===== src/rtl/wall_generator_pkg.sv =====
// Shared constants, state encoding and LFSR step function for the scrolling wall.
package wall_generator_pkg;

  localparam logic [7:0] SCREEN_W   = 8'd160;  // spawn x of the wall's left edge
  localparam logic [7:0] WALL_W     = 8'd16;   // wall width in pixels
  localparam logic [7:0] GAP_H      = 8'd40;   // vertical opening height
  localparam logic [7:0] Y_MIN      = 8'd8;    // smallest gap top
  localparam logic [7:0] BIRD_X     = 8'd32;   // bird's fixed left x
  localparam logic [7:0] TOPY_RESET = Y_MIN + 8'd32;

  // Fibonacci taps 8,6,5,4 map to bits 7,5,4,3.
  localparam logic [7:0] LFSR_SEED  = 8'hA5;
  localparam logic [7:0] LFSR_TAPS  = 8'b1011_1000;

  typedef enum logic [1:0] {
    ST_IDLE    = 2'd0,
    ST_SCROLL  = 2'd1,
    ST_RESPAWN = 2'd2
  } state_t;

  // One left shift with the XOR of the tapped bits fed into bit 0.
  function automatic logic [7:0] lfsr_step(input logic [7:0] q);
    return {q[6:0], ^(q & LFSR_TAPS)};
  endfunction

endpackage


===== src/rtl/wall_generator_lfsr8.sv =====
// Free-running 8-bit maximal-length LFSR; a non-zero seed keeps it out of the all-zero lock-up.
module lfsr8
  import wall_generator_pkg::*;
(
  input  logic       clk,
  input  logic       resetn,
  output logic [7:0] q
);

  // Advance every clock regardless of what the wall FSM is doing.
  // NOTE: sequential state uses non-blocking (<=) so every flop samples pre-edge values.
  always_ff @(posedge clk or negedge resetn) begin
    if (!resetn) q <= LFSR_SEED;
    else         q <= lfsr_step(q);
  end

endmodule


===== src/rtl/wall_generator.sv =====
// Scrolling wall: moves left per frame tick, respawns at the right edge with a random gap,
// and pulses 'passed' once when the wall's right edge clears the bird column.
module wall_generator
  import wall_generator_pkg::*;
(
  input  logic       clk,
  input  logic       resetn,
  input  logic       frame_tick,
  input  logic       enable,
  input  logic       restart,
  input  logic [1:0] speed,
  output logic [7:0] wall_xleft,
  output logic [7:0] wall_xright,
  output logic [7:0] wall_topy,
  output logic [7:0] wall_bottomy,
  output logic       wall_valid,
  output logic       passed
);

  state_t     state, state_next;
  logic [7:0] xleft_next, topy_next, bottomy_next;
  logic       valid_next, passed_next;
  logic [7:0] step;
  logic [7:0] xright_next;
  logic [7:0] lfsr;
  logic [1:0] lfsr_unused;

  lfsr8 u_lfsr (
    .clk    (clk),
    .resetn (resetn),
    .q      (lfsr)
  );

  // Only the low six bits pick the gap height.
  assign lfsr_unused = lfsr[7:6];

  assign step        = {6'd0, speed} + 8'd1;
  assign wall_xright = wall_xleft + (WALL_W - 8'd1);
  assign xright_next = xleft_next + (WALL_W - 8'd1);

  // Next-state and datapath update; restart overrides everything except the LFSR.
  // NOTE: every always_comb output gets a default first so no latch is inferred.
  always_comb begin
    state_next   = state;
    xleft_next   = wall_xleft;
    topy_next    = wall_topy;
    bottomy_next = wall_bottomy;
    passed_next  = 1'b0;

    unique case (state)
      ST_IDLE: begin
        if (enable) state_next = ST_SCROLL;
      end
      ST_SCROLL: begin
        if (frame_tick && enable) begin
          if (wall_xleft < step) begin
            state_next = ST_RESPAWN;
          end else begin
            xleft_next  = wall_xleft - step;
            passed_next = (wall_xright >= BIRD_X) && (xright_next < BIRD_X);
          end
        end
      end
      ST_RESPAWN: begin
        // A frame tick landing here is intentionally dropped.
        xleft_next   = SCREEN_W;
        topy_next    = Y_MIN + {2'b00, lfsr[5:0]};
        bottomy_next = topy_next + GAP_H;
        state_next   = ST_SCROLL;
      end
      default: state_next = ST_IDLE;
    endcase

    if (restart) begin
      state_next   = ST_IDLE;
      xleft_next   = SCREEN_W;
      topy_next    = TOPY_RESET;
      bottomy_next = TOPY_RESET + GAP_H;
      passed_next  = 1'b0;
    end

    valid_next = (state_next != ST_IDLE);
  end

  // State and registered outputs.
  always_ff @(posedge clk or negedge resetn) begin
    if (!resetn) begin
      state        <= ST_IDLE;
      wall_xleft   <= SCREEN_W;
      wall_topy    <= TOPY_RESET;
      wall_bottomy <= TOPY_RESET + GAP_H;
      wall_valid   <= 1'b0;
      passed       <= 1'b0;
    end else begin
      state        <= state_next;
      wall_xleft   <= xleft_next;
      wall_topy    <= topy_next;
      wall_bottomy <= bottomy_next;
      wall_valid   <= valid_next;
      passed       <= passed_next;
    end
  end

endmodule

===== config.mk =====
export PLATFORM = sky130hd
export DESIGN_NAME = wall_generator
export DESIGN_NICKNAME = d
export VERILOG_FILES = /design/src/rtl/wall_generator_pkg.sv /design/src/rtl/wall_generator_lfsr8.sv /design/src/rtl/wall_generator.sv
export SDC_FILE = /design/constraint.sdc
export NUM_CORES = 1
export LEC_CHECK = 0
export CORE_MARGIN = 3
export CORE_UTILIZATION = 47
export CTS_BUF_LIST = sky130_fd_sc_hd__clkbuf_4 sky130_fd_sc_hd__clkbuf_8
export CTS_CLUSTER_SIZE = 30
export DETAILED_ROUTE_END_ITERATION = 12
export GPL_ROUTABILITY_DRIVEN = 0
export PLACE_DENSITY = 0.86
export RECOVER_POWER = 50
export SLEW_MARGIN = 25
export SYNTH_ARGS = -nofsm -noshare
export SYNTH_HDL_FRONTEND = slang
export SYNTH_SLANG_ARGS = --single-unit

===== constraint.sdc =====
create_clock -name clk -period 2.55 [get_ports clk]
set_clock_uncertainty 0.15 [all_clocks]
set_input_delay 0.6375 -clock clk [delete_from_list [all_inputs] [get_ports clk]]
set_output_delay 0.6375 -clock clk [all_outputs]
set_load 0.01 [all_outputs]

==> results of run 1 <==
==> cells in the mapped netlist (all sizes together), types with 3 or more instances <==
cell | n | area, sq um
dfrtp | 22 | 551
ha | 12 | 150
nor2 | 16 | 60.1
inv | 16 | 60.1
nor4 | 3 | 33.8
o21ai | 7 | 35.0
or4 | 3 | 22.5
xor2 | 6 | 52.6
mux2i | 7 | 70.1
nand3 | 7 | 35.0
nor3 | 4 | 20.0
nand2b | 3 | 18.8
dfstp | 10 | 263
xnor2 | 8 | 70.1
buf | 12 | 85.1
a21oi | 8 | 43.8
nand2 | 13 | 48.8
a211oi | 8 | 60.1
==> path summary, 6_finish.rpt <==
check                      slack, ps                           to  depth (start not counted)                    start
setup / recovery                -370             passed$_DFF_PN0_                         10                 speed[0]
hold / removal                   200        u_lfsr.q[7]$_DFF_PN1_                          0    u_lfsr.q[6]$_DFF_PN0_
setup reg to reg                -350             passed$_DFF_PN0_                         10  wall_xleft[0]$_DFF_PN0_
hold reg to reg                  200        u_lfsr.q[7]$_DFF_PN1_                          0    u_lfsr.q[6]$_DFF_PN0_
max in group asynchronous        930  wall_bottomy[2]$_DFFE_PN0P_                          2                   resetn
min in group asynchronous        820      wall_xleft[6]$_DFF_PN0_                          2                   resetn
==> state kept, by name (all words and copies together), names as in the netlist <==
| signal | cells |
|---|---|
| passed | 1 |
| wall_valid | 1 |
| wall_bottomy | 8 |
| u_lfsr.q | 8 |
| wall_topy | 4 |
| wall_xleft | 8 |
| state | 2 |
==> what timing repair did <==
item	in CTS	in global routing
resized for setup	33	26
pin swaps	9	13
buffers inserted	6	4
setup endpoints to repair	17	8
==> kinds of logic (layout without fill, tap and decap cells) <==
family	after synthesis	after routing	synth area share [%]
DFF	32	32	43.0
muxes	7	7	3.70
AOI/OAI and AO/OA	32	32	11.2
adders and majority gates	13	13	8.99
buffers and inverters	30	100	8.06
other	1	1	0.198
and+or+nand+nor	63	63	18.4
xor gates and xnor gates	14	14	6.48
==> where the power goes <==
group          total (uW)  internal (uW)  switching (uW)
registers             543            522            21.4
logic                 306            152             153
clock network         486            300             186
total                1330            975             360
==> metal layers <==
metal  vias up  GRT usage, %  wire length [um]
li1        792             -                 -
met4         0          10.8               194
met2        69          35.9              2590
met1       846          27.3              2310
met5         -             0                 0
met3        26          4.06               278
==> cell usage in the layout (no fill, tap or decap), types with 6 or more instances in the layout <==
cell type	Yosys	layout
nor2_1	16	15
a21oi_1	7	6
dfstp_2	10	8
dfrtp_1	22	22
mux2i_1	7	7
xnor2_1	8	7
ha_1	12	8
nand2_1	13	12
a211oi_1	8	7
clkdlybuf4s50_1	0	29
inv_1	15	11
buf_4	4	33
==> worst register-to-register path, delay by kind of cell, from the launching register on <==
| family | cells | cell delay [ps] |
|---|---|---|
| and+or+nand+nor | 3 | 860 |
| DFF | 1 | 420 |
| AOI/OAI and AO/OA | 3 | 730 |
| adders and majority gates | 2 | 540 |
| buffers and inverters | 2 | 150 |
==> per-stage QoR <==
step                      setup WS (ps)  setup TNS [ps]  instances
after floorplan                    -356            -356        192
after global placement             -793           -4670        295
after detailed placement           -887           -5180        295
after CTS                          -283            -396        309
after global routing               -408            -679        310
final                              -369            -435        310
==> area by class of cell <==
cell class	count	share of cell area (%)
sequential	32	29.3
clock inverter	2	1.26
multi-input combinational	130	38.5
inverter	16	2.16
tap	48	2.16
timing repair buffer	76	23.9
clock buffer	6	2.75
==> summary.md, run 1 <==
| Metric | Value |
|---|---|
| Outcome | `finished, violations left` |
| Failing checks | `setup timing` |
| H-tree levels | `2` |
| Worst Path Buf+Inv | `2` |
| Cell area after layout | `2780 sq um` |
| Fin crit share | `114%` |
| Largest net degree at the start of global routing | `33` |
| Worst Path Class, Setup | `input pin to flip-flop` |
| Critical path's top delay family | `simple AND/OR/NAND/NOR gates` |
| Startpoint Class | `input pin` |
| I/O Buffers | `39` |
| Max rail drop VDD | `0.000373 V` |
| Crit end category | `flip-flop` |
| #FFs+latches synth | `32` |
| Routed vias/inst | `5.59` |
| Dpl cell area | `2480 sq um` |
| Largest stage delay on the critical path | `530 ps` |
| Final hold violation count | `0` |
| IO Count | `41` |
| Final setup margin | `-369 ps` |
| Mapped Cells | `192` |
| Clock edge transition at the registers on the reported setup and hold paths | `70 ps` |
| Post-synth net total | `212` |
| Clock Tree Root | `clkbuf_8` |
| Die ar. | `4830 sq um` |
| Placed wire-length estimate | `3070 um` |
| Die height | `69.5 um` |
| DRC errors left | `0` |
| Die width | `69.5 um` |
| Core ar. | `3770 sq um` |
| Overflow after GRT | `0` |
| Syn avg cell area | `9.86 sq um` |
| Fill count | `239` |
| P per Cell Area | `480 nW/um^2` |
| Antenna-violating nets left | `0` |
| Area of the multi-input gates | `1070 sq um` |
| Finished Core Util | `73.7%` |
| WL/cell | `17.3 um` |
| Hold WS | `203 ps` |
| MaxCap Viol Count | `0` |
| Insertion delay to the later sink of the worst-skew pair | `280 ps` |
| Deepest clock path buffer count | `2` |
| LEAKAGE | `0.00123 uW` |
| Final Max Slew Viols | `0` |
| WP data required | `2610 ps` |
| All-Layer GR Usage | `21.8%` |
| Initial core utilization | `50.2%` |
| Layout Nets | `281` |
| Initial antenna violation count | `0` |
| TritonRoute pass-1 iters | `4` |
| Type of the tightest min-delay check | `flip-flop to flip-flop` |
| Fin crit period | `2920 ps` |
| Total routed wirelength | `5370 um` |
| Worst Path Arrival | `2980 ps` |
| CTS Buf Count | `5` |
| Initial DRC Count | `234` |
| Synth unique cells | `45` |
| Ys async rst share | `100%` |
| CP Max Fanout | `2` |
| CTS Sinks | `32` |
| Max Fclk | `0.343 GHz` |
| Tot Pwr | `1330 uW` |
| ANT cells | `0` |
| Via count | `1733` |
| Critical-path cell list | `buf_8, ha_4, inv_2, fa_2, a211oi_2, nand2_1, and4_4, o221a_1, or4_4, a21oi_2` |
| First-pass GRT wire length | `8510 um` |
| Synthesized area | `1890 sq um` |
| Register area share after synthesis | `43.0%` |
| RSZ-0062 raised after global routing | `yes` |
| EDFF count, synth | `0` |
| YS warnings | `0` |
| Synth Flop Type | `dfrtp_1` |
| Cell row count | `22` |
| Area Growth Syn to Fin | `46.8%` |
| CTS tree | `done` |
| Layout cells sized above 1 | `33.6%` |
| FF+latch area | `813 sq um` |
| Worst slew margin relative to its limit | `47.1%` |
| Slowest CP cell | `or4_4` |
| Setup Viol. Count Final | `3` |
| Vias in the first global route | `1742` |
| Least-Margin Pin Slew | `794 ps` |
| Hold-fix buffers, CTS | `0` |
Power figures use the tool's default switching activity.
==> inputs of run 2 (changes only) <==
--- a/config.mk
+++ b/config.mk
@@ -6,12 +6,12 @@
 export NUM_CORES = 1
 export LEC_CHECK = 0
 export CORE_MARGIN = 3
-export CORE_UTILIZATION = 47
+export CORE_UTILIZATION = 43
 export CTS_BUF_LIST = sky130_fd_sc_hd__clkbuf_4 sky130_fd_sc_hd__clkbuf_8
 export CTS_CLUSTER_SIZE = 30
 export DETAILED_ROUTE_END_ITERATION = 12
 export GPL_ROUTABILITY_DRIVEN = 0
-export PLACE_DENSITY = 0.86
+export PLACE_DENSITY = 0.8
 export RECOVER_POWER = 50
 export SLEW_MARGIN = 25
 export SYNTH_ARGS = -nofsm -noshare
==> run 2 against run 1 <==
Effect of this change: the flow still finishes with violations (setup timing); hold slack gained 4.6 ps; global-route usage shrank 2.8 points; utilization shrank 6.9 points; first-iteration DRC count shrank 55%; die area grew 8.5%; sequential power is essentially flat; largest cell class unchanged.
==> summary.md, run 2 (synthesis results as in run 1) <==
| Metric | Value |
|---|---|
| WL/cell | `15.7 um` |
| P per Cell Area | `492 nW/um^2` |
| Via count | `1693` |
| Max rail drop VDD | `0.000250 V` |
| Largest net degree at the start of global routing | `33` |
| Deepest clock path buffer count | `2` |
| LEAKAGE | `0.00122 uW` |
| Largest registers | `u_lfsr.q x8, wall_bottomy x8, wall_xleft x8` |
| Hold WS | `207 ps` |
| Routed vias/inst | `5.41` |
| Hold EP | `u_lfsr.q[7]$_DFF_PN1_` |
| Worst Hold Depth | `0` |
| FF-to-FF path depth | `10` |
| Overflow after GRT | `0` |
| Antenna-violating nets left | `0` |
| Max Fclk | `0.349 GHz` |
| Final Max Slew Viols | `0` |
| WP data required | `2610 ps` |
| Failing checks | `setup timing` |
| Worst Path Arrival | `2920 ps` |
| Setup Viol. Count Final | `1` |
| Initial antenna violation count | `0` |
| Insertion delay to the later sink of the worst-skew pair | `280 ps` |
| Final hold violation count | `0` |
| MaxCap Viol Count | `0` |
| Die height | `72.4 um` |
| Vias in the first global route | `1707` |
| DRC errors left | `0` |
| Outcome | `finished, violations left` |
| Dpl cell area | `2500 sq um` |
| Least-Margin Pin Slew | `768 ps` |
| TritonRoute pass-1 iters | `4` |
| RSZ-0062 raised after global routing | `yes` |
| Cell area after layout | `2750 sq um` |
| Startpoint Class | `input pin` |
| Crit end category | `flip-flop` |
| Die width | `72.4 um` |
| R2R Setup Slk | `-280 ps` |
| Core ar. | `4120 sq um` |
| All-Layer GR Usage | `19.0%` |
| Clock edge transition at the registers on the reported setup and hold paths | `70 ps` |
| Most common cell after layout, fill and taps aside | `buf_4` |
| I/O Buffers | `39` |
| Area Growth Syn to Fin | `45.2%` |
| Die ar. | `5230 sq um` |
| H-tree levels | `2` |
| CP Max Fanout | `3` |
| Final setup margin | `-317 ps` |
| Fill count | `311` |
| Hold_sp | `u_lfsr.q[6]$_DFF_PN0_` |
| Total routed wirelength | `4900 um` |
| Placed wire-length estimate | `3370 um` |
| CTS Buf Count | `5` |
| CTS tree | `done` |
| Fin crit share | `112%` |
| Layout cells sized above 1 | `32.7%` |
| First-pass GRT wire length | `7720 um` |
| Clock Tree Root | `clkbuf_8` |
| Most frequent cells in the layout | `35 x buf_4, 28 x clkdlybuf4s50_1, 22 x dfrtp_1` |
| Initial DRC Count | `106` |
| Initial core utilization | `46.0%` |
| Type of the tightest min-delay check | `flip-flop to flip-flop` |
| FF-to-FF End | `passed$_DFF_PN0_` |
| Worst Path Class, Setup | `input pin to flip-flop` |
| CTS Sinks | `32` |
| IO Count | `41` |
| Worst slew margin relative to its limit | `48.8%` |
| ANT cells | `0` |
| Cell row count | `23` |
| Layout Nets | `282` |
| Fin crit period | `2870 ps` |
| R2r startpoint | `wall_xleft[0]$_DFF_PN0_` |
run 2: how the worst max path moves through the flow:
stage	endpoint	cells past startpoint	slack [ps]	start
finish	passed$_DFF_PN0_	10	-320	speed[0]
global route	passed$_DFF_PN0_	11	-350	speed[0]
CTS	passed$_DFF_PN0_	10	-270	speed[0]
detailed placement	passed$_DFF_PN0_	11	-860	speed[0]
global placement	passed$_DFF_PN0_	11	-740	speed[0]
floorplan	passed$_DFF_PN0_	10	-360	speed[0]
run 2: critical path, cell delays in order:
cell      delay [ps]
buf_8            100
ha_4             260
inv_4             30
fa_2             370
a211oi_2         260
nand2_1          110
and4_4           200
o221a_1          280
or4_4            520
a21oi_2          170
run 2: report_power, final:
part | internal (uW) | switching, uW | total [uW]
clock | 345 | 186 | 531
combinational | 143 | 137 | 280
sequential | 522 | 19.8 | 542
total | 1010 | 343 | 1350
run 2: what timing repair did:
action                     4_1_cts  5_1_grt
resized for setup               36       16
hold buffers                     0        0
buffers inserted                 5        2
setup endpoints to repair       15        5
pin swaps                       11       11
run 2: final cells by class:
class	instances	area, sq um	area share, %
flip-flops and latches	32	813	29.6
multi-input cells	130	1020	37.3
clock inverters	1	30.0	1.09
inverters	16	62.6	2.28
well taps	50	62.6	2.28
clock buffers	7	96.3	3.50
repair buffers	77	659	24.0
run 2: layer usage:
| metal | GRT usage [%] | vias to the layer above | part of all wire [%] |
|---|---|---|---|
| met2 | 35.0 | 69 | 52 |
| met1 | 22.5 | 825 | 40 |
| met5 | 0 | - | 0 |
| met4 | 5.22 | 0 | 1.4 |
| li1 | - | 790 | - |
| met3 | 3.32 | 9 | 6.3 |
run 2: metrics by stage:
| step | cells | total power, uW | TNS (ps) | util, % | worst slack, ps |
|---|---|---|---|---|---|
| detailed placement | 299 | 802 | -5000 | 60.8 | -857 |
| finish | 313 | 1350 | -317 | 66.8 | -317 |
| global placement | 299 | 798 | -4270 | 60.8 | -745 |
| floorplan | 192 | 668 | -356 | - | -356 |
| global route | 313 | 1410 | -404 | 66.8 | -349 |
| CTS | 312 | 1350 | -270 | 65.7 | -270 |
==> inputs of run 3 (changes only) <==
--- a/config.mk
+++ b/config.mk
@@ -5,10 +5,10 @@
 export SDC_FILE = /design/constraint.sdc
 export NUM_CORES = 1
 export LEC_CHECK = 0
-export CORE_MARGIN = 3
+export ABC_CLOCK_PERIOD_IN_PS = 2550
 export CORE_UTILIZATION = 43
 export CTS_BUF_LIST = sky130_fd_sc_hd__clkbuf_4 sky130_fd_sc_hd__clkbuf_8
-export CTS_CLUSTER_SIZE = 30
+export CTS_CLUSTER_SIZE = 40
 export DETAILED_ROUTE_END_ITERATION = 12
 export GPL_ROUTABILITY_DRIVEN = 0
 export PLACE_DENSITY = 0.8
==> run 3 against run 2 <==
Effect of this change: the flow still finishes with violations (setup timing); via count is 0.24% lower; power is 4.5% lower; combinational power is 1% lower; critical path depth is 2 higher; sequential power is 0.9% lower.
==> summary.md, run 3 (synthesis results as in run 1) <==
| Metric | Value |
|---|---|
| Die ar. | `4670 sq um` |
| R2R Setup Slk | `-160 ps` |
| CTS tree | `done` |
| FF-to-FF path depth | `11` |
| Max rail drop VDD | `0.000340 V` |
| All-Layer GR Usage | `21.8%` |
| Outcome | `finished, violations left` |
| Final TNS setup | `-233 ps` |
| First-pass GRT wire length | `7410 um` |
| Final Max Slew Viols | `0` |
| Fin crit share | `107%` |
| Final hold violation count | `0` |
| CTS Buf Count | `5` |
| Via count | `1689` |
| Core ar. | `4120 sq um` |
| Setup Viol. Count Final | `2` |
| Area Growth Syn to Fin | `43.6%` |
| Final setup margin | `-183 ps` |
| Dpl ws | `-799 ps` |
| RSZ-0062 raised after global routing | `yes` |
| P per Cell Area | `475 nW/um^2` |
| M1 wire length | `2000 um` |
| I/O Buffers | `39` |
| CP Max Fanout | `3` |
| CTS Sinks | `32` |
| Finished Core Util | `66.0%` |
| Fin crit period | `2730 ps` |
| Largest registers | `u_lfsr.q x8, wall_bottomy x8, wall_xleft x8` |
| Worst Setup EP | `passed$_DFF_PN0_` |
| Type of the tightest min-delay check | `flip-flop to flip-flop` |
| Die height | `68.4 um` |
| Placed wire-length estimate | `3240 um` |
| Crit end category | `flip-flop` |
| Initial DRC Count | `97` |
| R2r startpoint | `wall_xleft[0]$_DFF_PN0_` |
| Largest net degree at the start of global routing | `33` |
| Worst slew margin relative to its limit | `47.4%` |
| Least-Margin Pin Slew | `789 ps` |
| DR top layer | `met4` |
| Routed vias/inst | `5.36` |
| Failing checks | `setup timing` |
| Total routed wirelength | `4580 um` |
| TritonRoute pass-1 iters | `6` |
| ANT cells | `0` |
| Die width | `68.4 um` |
| Hold-fix buffers, CTS | `0` |
| MaxCap Viol Count | `0` |
| Insertion delay to the later sink of the worst-skew pair | `290 ps` |
| Tot Pwr | `1290 uW` |
| Overflow after GRT | `0` |
| Clock edge transition at the registers on the reported setup and hold paths | `70 ps` |
| Worst Path Class, Setup | `input pin to flip-flop` |
| FF-to-FF End | `passed$_DFF_PN0_` |
| LEAKAGE | `0.00122 uW` |
| IO Count | `41` |
| Initial antenna violation count | `0` |
| Initial core utilization | `46.0%` |
| Most common cell after layout, fill and taps aside | `buf_4` |
| Layout cells sized above 1 | `30.6%` |
| Worst Path Arrival | `2800 ps` |
| Vias in the first global route | `1547` |
| Layout Nets | `284` |
| Clock Tree Root | `clkbuf_8` |
| WP data required | `2610 ps` |
| Met3 wire len | `268 um` |
| Antenna-violating nets left | `0` |
| DRC errors left | `0` |
| Max Fclk | `0.366 GHz` |
| Most frequent cells in the layout | `38 x buf_4, 29 x clkdlybuf4s50_1, 22 x dfrtp_1` |
| WL/cell | `14.5 um` |
| Cell row count | `23` |
| Met2 wire len | `2260 um` |
| Startpoint Class | `input pin` |
| CP startpoint | `speed[0]` |
| Deepest clock path buffer count | `2` |
| H-tree levels | `2` |
## run 3: worst min-delay path by stage
stage                     startpoint               endpoint  cells past startpoint  slack (ps)
6_report       u_lfsr.q[6]$_DFF_PN0_  u_lfsr.q[7]$_DFF_PN1_                      0         210
5_1_grt        u_lfsr.q[6]$_DFF_PN0_  u_lfsr.q[7]$_DFF_PN1_                      0         220
4_1_cts        u_lfsr.q[6]$_DFF_PN0_  u_lfsr.q[7]$_DFF_PN1_                      0         210
3_5_place_dp   u_lfsr.q[6]$_DFF_PN0_  u_lfsr.q[7]$_DFF_PN1_                      0         190
3_3_place_gp   u_lfsr.q[6]$_DFF_PN0_  u_lfsr.q[7]$_DFF_PN1_                      0         190
2_1_floorplan  u_lfsr.q[6]$_DFF_PN0_  u_lfsr.q[7]$_DFF_PN1_                      0         180
## run 3: worst max-delay path: stages
cell     delay (ps)
buf_6           100
inv_1            50
ha_2            180
inv_1            60
fa_2            390
nand2_2         100
nand3_2         110
or4_4           520
a21oi_4         190
o221a_1         230
nand4_1         110
a21oi_1         130
## run 3: cell type report
type                       count  area, sq um
clock inverter                 3         42.5
clock buffer                   5         68.8
tap                           50         62.6
inverter                      16         60.1
fill                         329         1400
timing repair buffer          79          671
multi-input combinational    130         1000
sequential                    32          813
## run 3: report_power, final
group	switching, uW	total (uW)	internal, uW	leakage (uW)
clock network	190	479	289	0.0000541
logic	135	276	141	0.000757
registers	15.4	537	521	0.000410
total	341	1290	951	0.00122
## run 3: per-layer routing
metal / GRT usage (%) / vias up
li1: - / 802
met3: 5.33 / 7
met4: 6.77 / 0
met1: 29.2 / 818
met5: 0 / -
met2: 34.6 / 62
## run 3: metrics by stage
| stage | hold slack (ps) | cell area [sq um] | cells |
|---|---|---|---|
| after global placement | 186 | 2520 | 301 |
| after floorplan | 183 | 1900 | 192 |
| after global routing | 217 | 2720 | 315 |
| after CTS | 206 | 2690 | 314 |
| final | 208 | 2720 | 315 |
| after detailed placement | 193 | 2520 | 301 |
## run 3: what timing repair did
action	in CTS	in global routing
setup endpoints to repair	14	6
resized for setup	33	8
setup buffers	5	2
pin swaps	8	6
